$ cat src/rtl/soundgen_pkg.sv
// Shared types and constants for the sound generator's melody controller:
// sequencer states, song-entry field layout and the octave-7 pitch table.
package soundgen_pkg;

  typedef enum logic [2:0] {
    ST_IDLE,
    ST_FETCH,
    ST_LOAD,
    ST_PLAY,
    ST_GAP,
    ST_DONE
  } seq_state_e;

  localparam int unsigned ENTRY_W  = 12;
  localparam int unsigned DUR_MSB  = 11;
  localparam int unsigned DUR_LSB  = 8;
  localparam int unsigned OCT_MSB  = 7;
  localparam int unsigned OCT_LSB  = 4;
  localparam int unsigned SEMI_MSB = 3;
  localparam int unsigned SEMI_LSB = 0;

  localparam logic [3:0] END_DUR  = 4'd0;
  localparam logic [3:0] REST_MIN = 4'd12;

  // C7..B7 increments for a 50 MHz clock driving a 28-bit phase accumulator
  localparam int unsigned TABLE_W = 16;
  localparam logic [TABLE_W-1:0] INCR_TABLE [12] = '{
    16'd11237, 16'd11905, 16'd12613, 16'd13363,
    16'd14157, 16'd14999, 16'd15891, 16'd16836,
    16'd17837, 16'd18898, 16'd20022, 16'd21212
  };

  function automatic logic [TABLE_W-1:0] incr_base(input logic [3:0] semi);
    logic [TABLE_W-1:0] val;
    val = '0;
    if (semi < REST_MIN) val = INCR_TABLE[semi];
    return val;
  endfunction

endpackage

$ cat src/rtl/tempo_tick.sv
// Tempo divider: one-cycle tick every TICK_DIV clocks, counted from the
// last synchronous restart.
module tempo_tick #(
  parameter int unsigned TICK_DIV = 12500
) (
  input  logic clk,
  input  logic rst,
  input  logic restart,
  output logic tick
);

  localparam int unsigned CNT_W = $clog2(TICK_DIV);
  localparam logic [CNT_W-1:0] LAST = CNT_W'(TICK_DIV - 1);

  logic [CNT_W-1:0] cnt_q, cnt_d;

  always_comb begin
    cnt_d = cnt_q + 1'b1;
    if (restart || (cnt_q == LAST)) cnt_d = '0;
  end

  always_ff @(posedge clk or posedge rst) begin
    if (rst) cnt_q <= '0;
    else     cnt_q <= cnt_d;
  end

  assign tick = (cnt_q == LAST);

endmodule

$ cat src/rtl/note_sequencer.sv
// Melody controller: fetches song entries, times notes and gaps on tempo
// ticks, and drives the tone generator's gate and phase increment.
module note_sequencer
  import soundgen_pkg::*;
#(
  parameter int unsigned ADDR_W    = 6,
  parameter int unsigned TICK_DIV  = 12500,
  parameter int unsigned GAP_TICKS = 1,
  parameter int unsigned INCR_W    = 16
) (
  input  logic              clk,
  input  logic              reset,
  input  logic              start,
  input  logic              stop,
  input  logic              loop_en,
  output logic [ADDR_W-1:0] rom_addr,
  output logic              rom_en,
  input  logic [11:0]       rom_data,
  output logic [INCR_W-1:0] phase_incr,
  output logic              gate,
  output logic              note_strobe,
  output logic              busy,
  output logic              done
);

  localparam int unsigned GAP_W = (GAP_TICKS > 0) ? $clog2(GAP_TICKS + 1) : 1;

  seq_state_e        state_q, state_d;
  logic [ADDR_W-1:0] addr_q, addr_d;
  logic [INCR_W-1:0] incr_q, incr_d;
  logic              gate_q, gate_d;
  logic              strobe_q, strobe_d;
  logic [3:0]        dur_q, dur_d;
  logic [GAP_W-1:0]  gap_q, gap_d;
  logic              tick;
  logic              restart;

  logic [3:0]        ent_dur, ent_oct, ent_semi;
  logic              is_rest;
  logic [INCR_W-1:0] base_incr, pitch_incr;

  assign ent_dur  = rom_data[DUR_MSB:DUR_LSB];
  assign ent_oct  = rom_data[OCT_MSB:OCT_LSB];
  assign ent_semi = rom_data[SEMI_MSB:SEMI_LSB];
  assign is_rest  = (ent_semi >= REST_MIN);

  assign base_incr  = INCR_W'(incr_base(ent_semi));
  assign pitch_incr = base_incr >> (4'd7 - ent_oct);

  assign restart = stop | (state_q == ST_LOAD);

  tempo_tick #(
    .TICK_DIV(TICK_DIV)
  ) u_tempo_tick (
    .clk    (clk),
    .rst    (reset),
    .restart(restart),
    .tick   (tick)
  );

  always_comb begin
    state_d  = state_q;
    addr_d   = addr_q;
    incr_d   = incr_q;
    gate_d   = gate_q;
    strobe_d = 1'b0;
    dur_d    = dur_q;
    gap_d    = gap_q;

    case (state_q)
      ST_IDLE: begin
        if (start) begin
          state_d = ST_FETCH;
          addr_d  = '0;
        end
      end
      ST_FETCH: state_d = ST_LOAD;
      ST_LOAD: begin
        if (ent_dur == END_DUR) begin
          gate_d = 1'b0;
          incr_d = '0;
          if (loop_en) begin
            addr_d  = '0;
            state_d = ST_FETCH;
          end else begin
            state_d = ST_DONE;
          end
        end else begin
          dur_d   = ent_dur;
          state_d = ST_PLAY;
          if (is_rest) begin
            gate_d = 1'b0;
            incr_d = '0;
          end else begin
            gate_d   = 1'b1;
            incr_d   = pitch_incr;
            strobe_d = 1'b1;
          end
        end
      end
      ST_PLAY: begin
        if (tick) begin
          if (dur_q == 4'd1) begin
            dur_d  = '0;
            gate_d = 1'b0;
            incr_d = '0;
            if (GAP_TICKS > 0) begin
              gap_d   = GAP_W'(GAP_TICKS);
              state_d = ST_GAP;
            end else begin
              addr_d  = addr_q + 1'b1;
              state_d = ST_FETCH;
            end
          end else begin
            dur_d = dur_q - 1'b1;
          end
        end
      end
      ST_GAP: begin
        if (tick) begin
          if (gap_q == GAP_W'(1)) begin
            gap_d   = '0;
            addr_d  = addr_q + 1'b1;
            state_d = ST_FETCH;
          end else begin
            gap_d = gap_q - 1'b1;
          end
        end
      end
      ST_DONE: begin
        if (start) begin
          state_d = ST_FETCH;
          addr_d  = '0;
        end
      end
      default: state_d = ST_IDLE;
    endcase

    // Abort overrides whatever the state decode chose this cycle
    if (stop) begin
      state_d  = ST_IDLE;
      addr_d   = '0;
      incr_d   = '0;
      gate_d   = 1'b0;
      strobe_d = 1'b0;
      dur_d    = '0;
      gap_d    = '0;
    end
  end

  always_ff @(posedge clk or posedge reset) begin
    if (reset) begin
      state_q  <= ST_IDLE;
      addr_q   <= '0;
      incr_q   <= '0;
      gate_q   <= 1'b0;
      strobe_q <= 1'b0;
      dur_q    <= '0;
      gap_q    <= '0;
    end else begin
      state_q  <= state_d;
      addr_q   <= addr_d;
      incr_q   <= incr_d;
      gate_q   <= gate_d;
      strobe_q <= strobe_d;
      dur_q    <= dur_d;
      gap_q    <= gap_d;
    end
  end

  assign rom_addr    = addr_q;
  assign rom_en      = (state_q == ST_FETCH);
  assign phase_incr  = incr_q;
  assign gate        = gate_q;
  assign note_strobe = strobe_q;
  assign busy        = (state_q != ST_IDLE) && (state_q != ST_DONE);
  assign done        = (state_q == ST_DONE);

endmodule

$ cat config.mk
export PLATFORM = sky130hd
export DESIGN_NAME = note_sequencer
export DESIGN_NICKNAME = d
export VERILOG_FILES = /design/src/rtl/soundgen_pkg.sv /design/src/rtl/tempo_tick.sv /design/src/rtl/note_sequencer.sv
export SDC_FILE = /design/constraint.sdc
export NUM_CORES = 1
export LEC_CHECK = 0
export CAP_MARGIN = 0
export CORE_UTILIZATION = 42
export CTS_CLUSTER_SIZE = 24
export DETAILED_ROUTE_END_ITERATION = 16
export DONT_BUFFER_PORTS = 1
export PLACE_DENSITY = 0.55
export SYNTH_ARGS = -nofsm -noshare
export SYNTH_HDL_FRONTEND = slang
export SYNTH_SLANG_ARGS = --single-unit
$ cat constraint.sdc
create_clock -name clk -period 3 [get_ports clk]
set_input_delay 0.6 -clock clk [delete_from_list [all_inputs] [get_ports clk]]
set_output_delay 0.6 -clock clk [all_outputs]
set_load 0.01 [all_outputs]
==> reports/qor.txt, run 1 <==
number of buffers inserted by post-CTS setup repair -> 0
largest fanout on the critical path -> 9
Setup Viol. Count Final -> 0
area share of the leading cell type in the synthesized netlist -> 35.0%
actual transition at the worst max-transition pin -> 0.951 ns
largest voltage drop on the vdd net -> 0.000201 V
area of the multi-input gates -> 1930 sq um
Placeable Area -> 7330 sq um
Via Count -> 2,693
first-pass iteration count of the detailed router -> 4
clock transition at the registers of the reported paths -> 0.08 ns
period utilisation layout -> 88.3%
via density per instance -> 5.75
reg-to-reg setup timing slack -> 0.35 ns
aggregate global-route resource usage -> 19.4%
DIE HEIGHT -> 89.5 um
number of nets still failing antenna checks after routing -> 0
final routed wire length divided by cell count -> 15.9 um
clock root cell -> clkbuf_8
number of resized instances in the post-cts repair step -> 0
effective utilization at floorplan -> 43.8%
worst-skew pair later-pin latency -> 0.30 ns
DP Wirelength -> 5.38 mm
total of hold buffers inserted after clock tree synthesis -> 0
Final Max Tran Viols -> 0
outcome -> complete, no violations
Hold EP -> gap_q$_DFFE_PP0P_
number of buffer cells added on primary ports -> 0
Min-Delay Path Class -> in -> reg
number of buffers created by CTS -> 5
Worst R2R Start -> u_tempo_tick.cnt_q[0]$_DFF_PP0_
number of flip-flops and latches in the synthesized netlist -> 45
maximum achievable frequency -> 377 MHz
startpoint of the worst hold path -> stop
Arrival @ worst endpoint -> 2.88 ns
yosys synthesis warning count -> 0
total wire length after detailed routing -> 7.43 mm
Synth Net Count -> 409
setup ws final -> 0.350 ns
cell area power density -> 504 nW/um^2
final RePlAce weighted congestion -> 0.815
total I/O pin count -> 44
relative max-transition margin -> 36.5%
Die Width -> 89.5 um
clock period minus final worst setup slack -> 2.65 ns
Area Growth Syn to Fin -> 5.10%
Sinks on Clock Net -> 45
clock tree from TritonCTS -> built
RSZ-0062 raised after global routing -> false
layout cell share with drive strength beyond 1 -> 7.59%
first-pass GRT wire length -> 11.9 mm
number of standard-cell rows in the floorplan -> 31
number of remaining DRC errors -> 0
pin count of the biggest net entering global routing -> 46
# H-tree levels -> 2
final total negative setup slack -> 0 ns
most common flop cell mapped by yosys -> dfrtp_1
antenna cells -> 0
element type at the critical path start -> register
worst-case clock skew -> 0.00848 ns
FFs w/ async S/R, synth -> 100%
Hold Crit Depth -> 1
Static Leakage -> 1.47 nW
worst reg2reg endpoint -> rom_addr[4]$_DFFE_PP0P_
count of flip-flops with a built-in enable after synthesis -> 0
top area cells in the synthesized netlist -> dfrtp_1, nand2_1, nor2_1
Avg Cell Area, Syn -> 8.41 sq um
Post-Place Setup Slack -> 0.335 ns
Netlist Area Pre-Place -> 3210 sq um
Storage cell area -> 1130 sq um
path depth of the worst reg2reg path -> 8
Worst EP required -> 3.23 ns
1st-iter DRT viols -> 85
number of global-route vias before repair -> 2,460
endpoint type of the worst setup path -> register
number of nets at the end of the flow -> 396
final worst hold slack -> 0.367 ns
share of synthesized area occupied by flip-flops and latches -> 35.0%
area of the die -> 8000 sq um
GRT Residual Overflow -> 0
cell taking the most area after synthesis -> dfrtp_1
Syn Inst Count -> 382
number of hold violations in the final report -> 0
Max-cap violations -> 0
distinct cell type count after synthesis -> 63
fillcell total -> 737
number of antenna violations at the first check in global routing -> 0
Max Buffers Root-to-Sink -> 2
classification of the worst setup path -> reg -> reg
==> cell usage after synthesis (3+ instances only) <==
library cell	n
dfrtp_1	45
nand2_1	45
nor2_1	42
o21ai_0	26
clkbuf_1	20
inv_1	14
a21oi_1	13
mux2i_1	12
nand2b_1	11
ha_1	10
nand3_1	9
xnor2_1	7
xor2_1	7
a22o_1	6
and2_1	6
nor3_1	6
a211oi_1	5
a31oi_1	5
and3_1	5
mux2_2	5
or3_1	5
a22oi_1	4
o221ai_1	4
o31ai_1	4
or2_2	4
a211o_1	3
buf_2	3
nor2b_1	3
o21ai_1	3
o311ai_0	3
or4_1	3
==> layer usage <==
metal	GRT usage (%)	part of all wire (%)	up-vias
met3	5.26	6.5	6
met5	0	0	-
met4	5.34	1.2	0
li1	-	-	1351
met1	24.8	44	1266
met2	32.4	48	70
==> worst max path at each step <==
| stage | from | endpoint | cells after the start |
|---|---|---|---|
| 2_1_floorplan | rom_data[0] | phase_incr[0]$_DFFE_PP0P_ | 10 |
| 3_3_place_gp | rom_data[8] | rom_addr[4]$_DFFE_PP0P_ | 6 |
| 3_5_place_dp | rom_data[8] | rom_addr[5]$_DFFE_PP0P_ | 6 |
| 4_1_cts | u_tempo_tick.cnt_q[0]$_DFF_PP0_ | rom_addr[5]$_DFFE_PP0P_ | 8 |
| 5_1_grt | u_tempo_tick.cnt_q[0]$_DFF_PP0_ | rom_addr[4]$_DFFE_PP0P_ | 8 |
| 6_report | u_tempo_tick.cnt_q[0]$_DFF_PP0_ | rom_addr[4]$_DFFE_PP0P_ | 8 |
==> where the power goes <==
group / internal, mW / total (mW) / switching (mW)
Clock: 0.247 / 0.457 / 0.211
Combinational: 0.196 / 0.491 / 0.295
Sequential: 0.668 / 0.754 / 0.0861
Total: 1.11 / 1.70 / 0.592
==> critical path, cell delays in order, from the launching register on <==
cell	delay, ns
dfrtp_1	0.41
ha_1	0.21
or4b_4	0.48
nor4_4	0.28
buf_4	0.18
nor2_1	0.04
or3_1	0.42
or4_1	0.50
nand3_1	0.09
==> sequential cells by signal, indices dropped and copies added (netlist names) <==
| name | cells |
|---|---|
| note_strobe | 1 |
| gate | 1 |
| rom_addr | 6 |
| state_q | 3 |
| phase_incr | 15 |
| dur_q | 4 |
| u_tempo_tick.cnt_q | 14 |
| gap_q | 1 |
==> cells by family after synthesis <==
| group | after synthesis | synth area share [%] |
|---|---|---|
| multiplexers | 19 | 6.89 |
| other | 1 | 0.117 |
| adder cells (fa/ha/maj) | 10 | 3.89 |
| XOR/XNOR | 14 | 3.82 |
| AO/OA/AOI/OAI | 100 | 21.4 |
| buffers and inverters | 39 | 4.79 |
| AND/OR/NAND/NOR | 154 | 24.1 |
| flip-flops | 45 | 35.0 |
==> through the flow <==
stage               power (mW)  utilization (%)  instances  instance area [sq um]
floorplan                 1.16                -        382                   3210
global placement          1.26             44.6        461                   3270
CTS                       1.73             46.1        468                   3380
finish                    1.70             46.1        468                   3380
global route              1.81             46.1        468                   3380
detailed placement        1.26             44.6        461                   3270
==> cells in the final DEF (no fill, tap or decap), types with 5 or more instances in the layout <==
cell type / count
mux2_2: 5
inv_1: 13
a31oi_1: 5
clkbuf_8: 5
and3_1: 5
or3_1: 5
dfrtp_1: 45
a211oi_1: 5
xnor2_1: 7
a22o_1: 6
nor3_1: 6
ha_1: 10
a21oi_1: 13
nand2_1: 45
nand3_1: 9
mux2i_1: 12
xor2_1: 7
nor2_1: 42
o21ai_0: 26
nand2b_1: 11
and2_1: 6
==> area by class of cell <==
type	count	area share, %
multi-input combinational	298	57.2
sequential	45	33.3
tap	99	3.67
clock buffer	5	2.04
inverter	15	1.67
clock inverter	2	1.15
timing repair buffer	4	0.889
Power figures use the tool's default switching activity.
==> run 2: changes to the inputs <==
Settings changed: CTS_CLUSTER_SIZE 24 to 20, SKIP_CTS_REPAIR_TIMING set to 1.
==> results of run 2 <==
No change in the layout: final DEF, timing and power equal those of run 1.
==> run 3: changes to the inputs <==
Settings changed: CTS_BUF_LIST set to sky130_fd_sc_hd__clkbuf_16.
==> run 3 against run 2 <==
Effect of this change: worst hold slack improved by 0.015 ns; final area increased by 1.7%; sequential share of layout area fell by 0.55 points; sequential cell count did not move; clock power is 36% higher; critical path type unchanged; largest power group unchanged; core utilization is 0.77 points higher; wire length down 0.22%; via count is 0.26% higher; non-clock buffer count stayed put; clock-buffer cell count unchanged; worst setup slack improved by 0.0068 ns; combinational power is essentially flat; largest cell class unchanged.
==> reports/qor.txt, run 3 (synthesized netlist as in run 1, its figures left out) <==
cell area power density -> 543 nW/um^2 (was 504 nW/um^2)
number of hold violations in the final report -> 0 (unchanged)
pin count of the biggest net entering global routing -> 46 (unchanged)
clock period minus final worst setup slack -> 2.64 ns (was 2.65 ns)
path depth of the worst reg2reg path -> 8 (unchanged)
number of buffer cells added on primary ports -> 0 (unchanged)
DIE HEIGHT -> 89.5 um (unchanged)
number of remaining DRC errors -> 0 (unchanged)
number of antenna violations at the first check in global routing -> 0 (unchanged)
number of nets still failing antenna checks after routing -> 0 (unchanged)
flip-flop count of the largest register, all copies and words added -> 15 (unchanged)
largest voltage drop on the vdd net -> 0.000215 V (was 0.000201 V)
effective utilization at floorplan -> 43.8% (unchanged)
layout cell share with drive strength beyond 1 -> 7.59% (unchanged)
element type at the critical path start -> register (unchanged)
clock transition at the registers of the reported paths -> 0.06 ns (was 0.08 ns)
Area Growth Syn to Fin -> 6.85% (was 5.10%)
Placeable Area -> 7330 sq um (unchanged)
Worst EP required -> 3.22 ns (was 3.23 ns)
DP Wirelength -> 5.38 mm (unchanged)
cell-internal power -> 1.26 mW (was 1.11 mW)
proportion of power drawn by combinational gates -> 26.4% (was 28.9%)
worst-skew pair later-pin latency -> 0.28 ns (was 0.30 ns)
Min-Delay Path Class -> in -> reg (unchanged)
part of the power in registers -> 40.4% (was 44.3%)
Setup Viol. Count Final -> 0 (unchanged)
endpoint type of the worst setup path -> register (unchanged)
Hold Crit Depth -> 1 (unchanged)
1st-iter DRT viols -> 90 (was 85)
Cell Area, Placed -> 3270 sq um (unchanged)
fraction of power spent switching nets -> 32.7% (was 34.8%)
Max Buffers Root-to-Sink -> 2 (unchanged)
largest fanout on the critical path -> 9 (unchanged)
outcome -> complete, no violations (unchanged)
Crit path largest cell delay -> 0.50 ns (about the same)
clock root cell -> clkbuf_16 (was clkbuf_8)
final total negative setup slack -> 0 ns (unchanged)
number of nets at the end of the flow -> 396 (unchanged)
sw power -> 609 uW (was 592 uW)
Sinks on Clock Net -> 45 (unchanged)
via density per instance -> 5.77 (was 5.75)
worst-case clock skew -> 0.00738 ns (was 0.00848 ns)
maximum achievable frequency -> 378 MHz (was 377 MHz)
cell-by-cell trace of the critical path -> ha_1, or4b_4, nor4_4, buf_4, nor2_1, or3_1, or4_1, nand3_1 (unchanged)
# H-tree levels -> 2 (unchanged)
first-pass iteration count of the detailed router -> 4 (unchanged)
total I/O pin count -> 44 (unchanged)
aggregate global-route resource usage -> 19.5% (was 19.4%)
RSZ-0062 raised after global routing -> false (unchanged)
number of global-route vias before repair -> 2,455 (was 2,460)
relative max-transition margin -> 37.2% (was 36.5%)
Critical-path top delay cell -> or4_1 (unchanged)
number of buffers created by CTS -> 5 (unchanged)
area of the die -> 8000 sq um (unchanged)
total wire length after detailed routing -> 7.42 mm (was 7.43 mm)
clock tree from TritonCTS -> built (unchanged)
actual transition at the worst max-transition pin -> 0.941 ns (was 0.951 ns)
classification of the worst setup path -> reg -> reg (unchanged)
Die Width -> 89.5 um (unchanged)
Arrival @ worst endpoint -> 2.86 ns (was 2.88 ns)
Static Leakage -> 1.49 nW (was 1.47 nW)
GRT Residual Overflow -> 0 (unchanged)
first-pass GRT wire length -> 11.9 mm (about the same)
Via Count -> 2,700 (was 2,693)
Final Max Tran Viols -> 0 (unchanged)
number of standard-cell rows in the floorplan -> 31 (unchanged)
antenna cells -> 0 (unchanged)
final RePlAce weighted congestion -> 0.815 (unchanged)
fin area -> 3430 sq um (was 3380 sq um)
period utilisation layout -> 88.1% (was 88.3%)
Max-cap violations -> 0 (unchanged)
clock group share of total power -> 33.2% (was 26.9%)
final routed wire length divided by cell count -> 15.8 um (was 15.9 um)
most frequent cells in the layout -> nand2_1, dfrtp_1, nor2_1 (unchanged)
-- run 3: cell counts in the layout (fill, tap and decap cells not counted) --
Identical to the previous run, type by type.
-- run 3: per-stage QoR --
stage	power, mW	util (%)	hold slack (ns)	instances	setup slack (ns)
CTS	1.89	46.8	0.375	468	0.311
finish	1.87	46.8	0.382	468	0.356
floorplan	1.16	-	0.455	382	0.169
detailed placement	1.26	44.6	0.493	461	0.335
global placement	1.26	44.6	0.469	461	0.378
global route	1.97	46.8	0.371	468	0.199
-- run 3: layer usage --
layer / GRT usage (%) / vias to the layer above / part of all wire [%]
met4: 5.77 / 0 / 1.4
met5: 0 / - / 0
met3: 5.26 / 9 / 6.2
met2: 32.5 / 62 / 48
li1: - / 1352 / -
met1: 24.8 / 1277 / 45
-- run 3: power by group through the flow --
stage | Clock, mW | Sequential (mW) | Combinational [mW]
finish | 0.620 | 0.753 | 0.492
global route | 0.655 | 0.764 | 0.556
CTS | 0.638 | 0.753 | 0.496
detailed placement | 0 | 0.765 | 0.491
global placement | 0 | 0.762 | 0.495
floorplan | 0 | 0.728 | 0.434
-- run 3: final timing paths --
path,to,from,slack (ns)
max,rom_addr[4]$_DFFE_PP0P_,u_tempo_tick.cnt_q[0]$_DFF_PP0_,0.36
min,gap_q$_DFFE_PP0P_,stop,0.38
max reg2reg,rom_addr[4]$_DFFE_PP0P_,u_tempo_tick.cnt_q[0]$_DFF_PP0_,0.36
min reg2reg,u_tempo_tick.cnt_q[0]$_DFF_PP0_,u_tempo_tick.cnt_q[0]$_DFF_PP0_,0.50
max in group asynchronous,dur_q[1]$_DFFE_PP0P_,reset,2.00
min in group asynchronous,rom_addr[3]$_DFFE_PP0P_,reset,0.40
-- run 3: critical path: cells and delay by family (launching register included) --
kind          cells  cell delay (ns)
buf+inv           1             0.18
fa+ha+maj         1             0.21
flops             1             0.40
simple gates      6             1.81
-- run 3: layout make-up --
type                    count  area, sq um
fillers                   723         3900
multi-input cells         298         1930
flip-flops and latches     45         1130
clock buffers               5          125
well taps                  99          124
inverters                  15         56.3
clock inverters             2         38.8
repair buffers              4         30.0
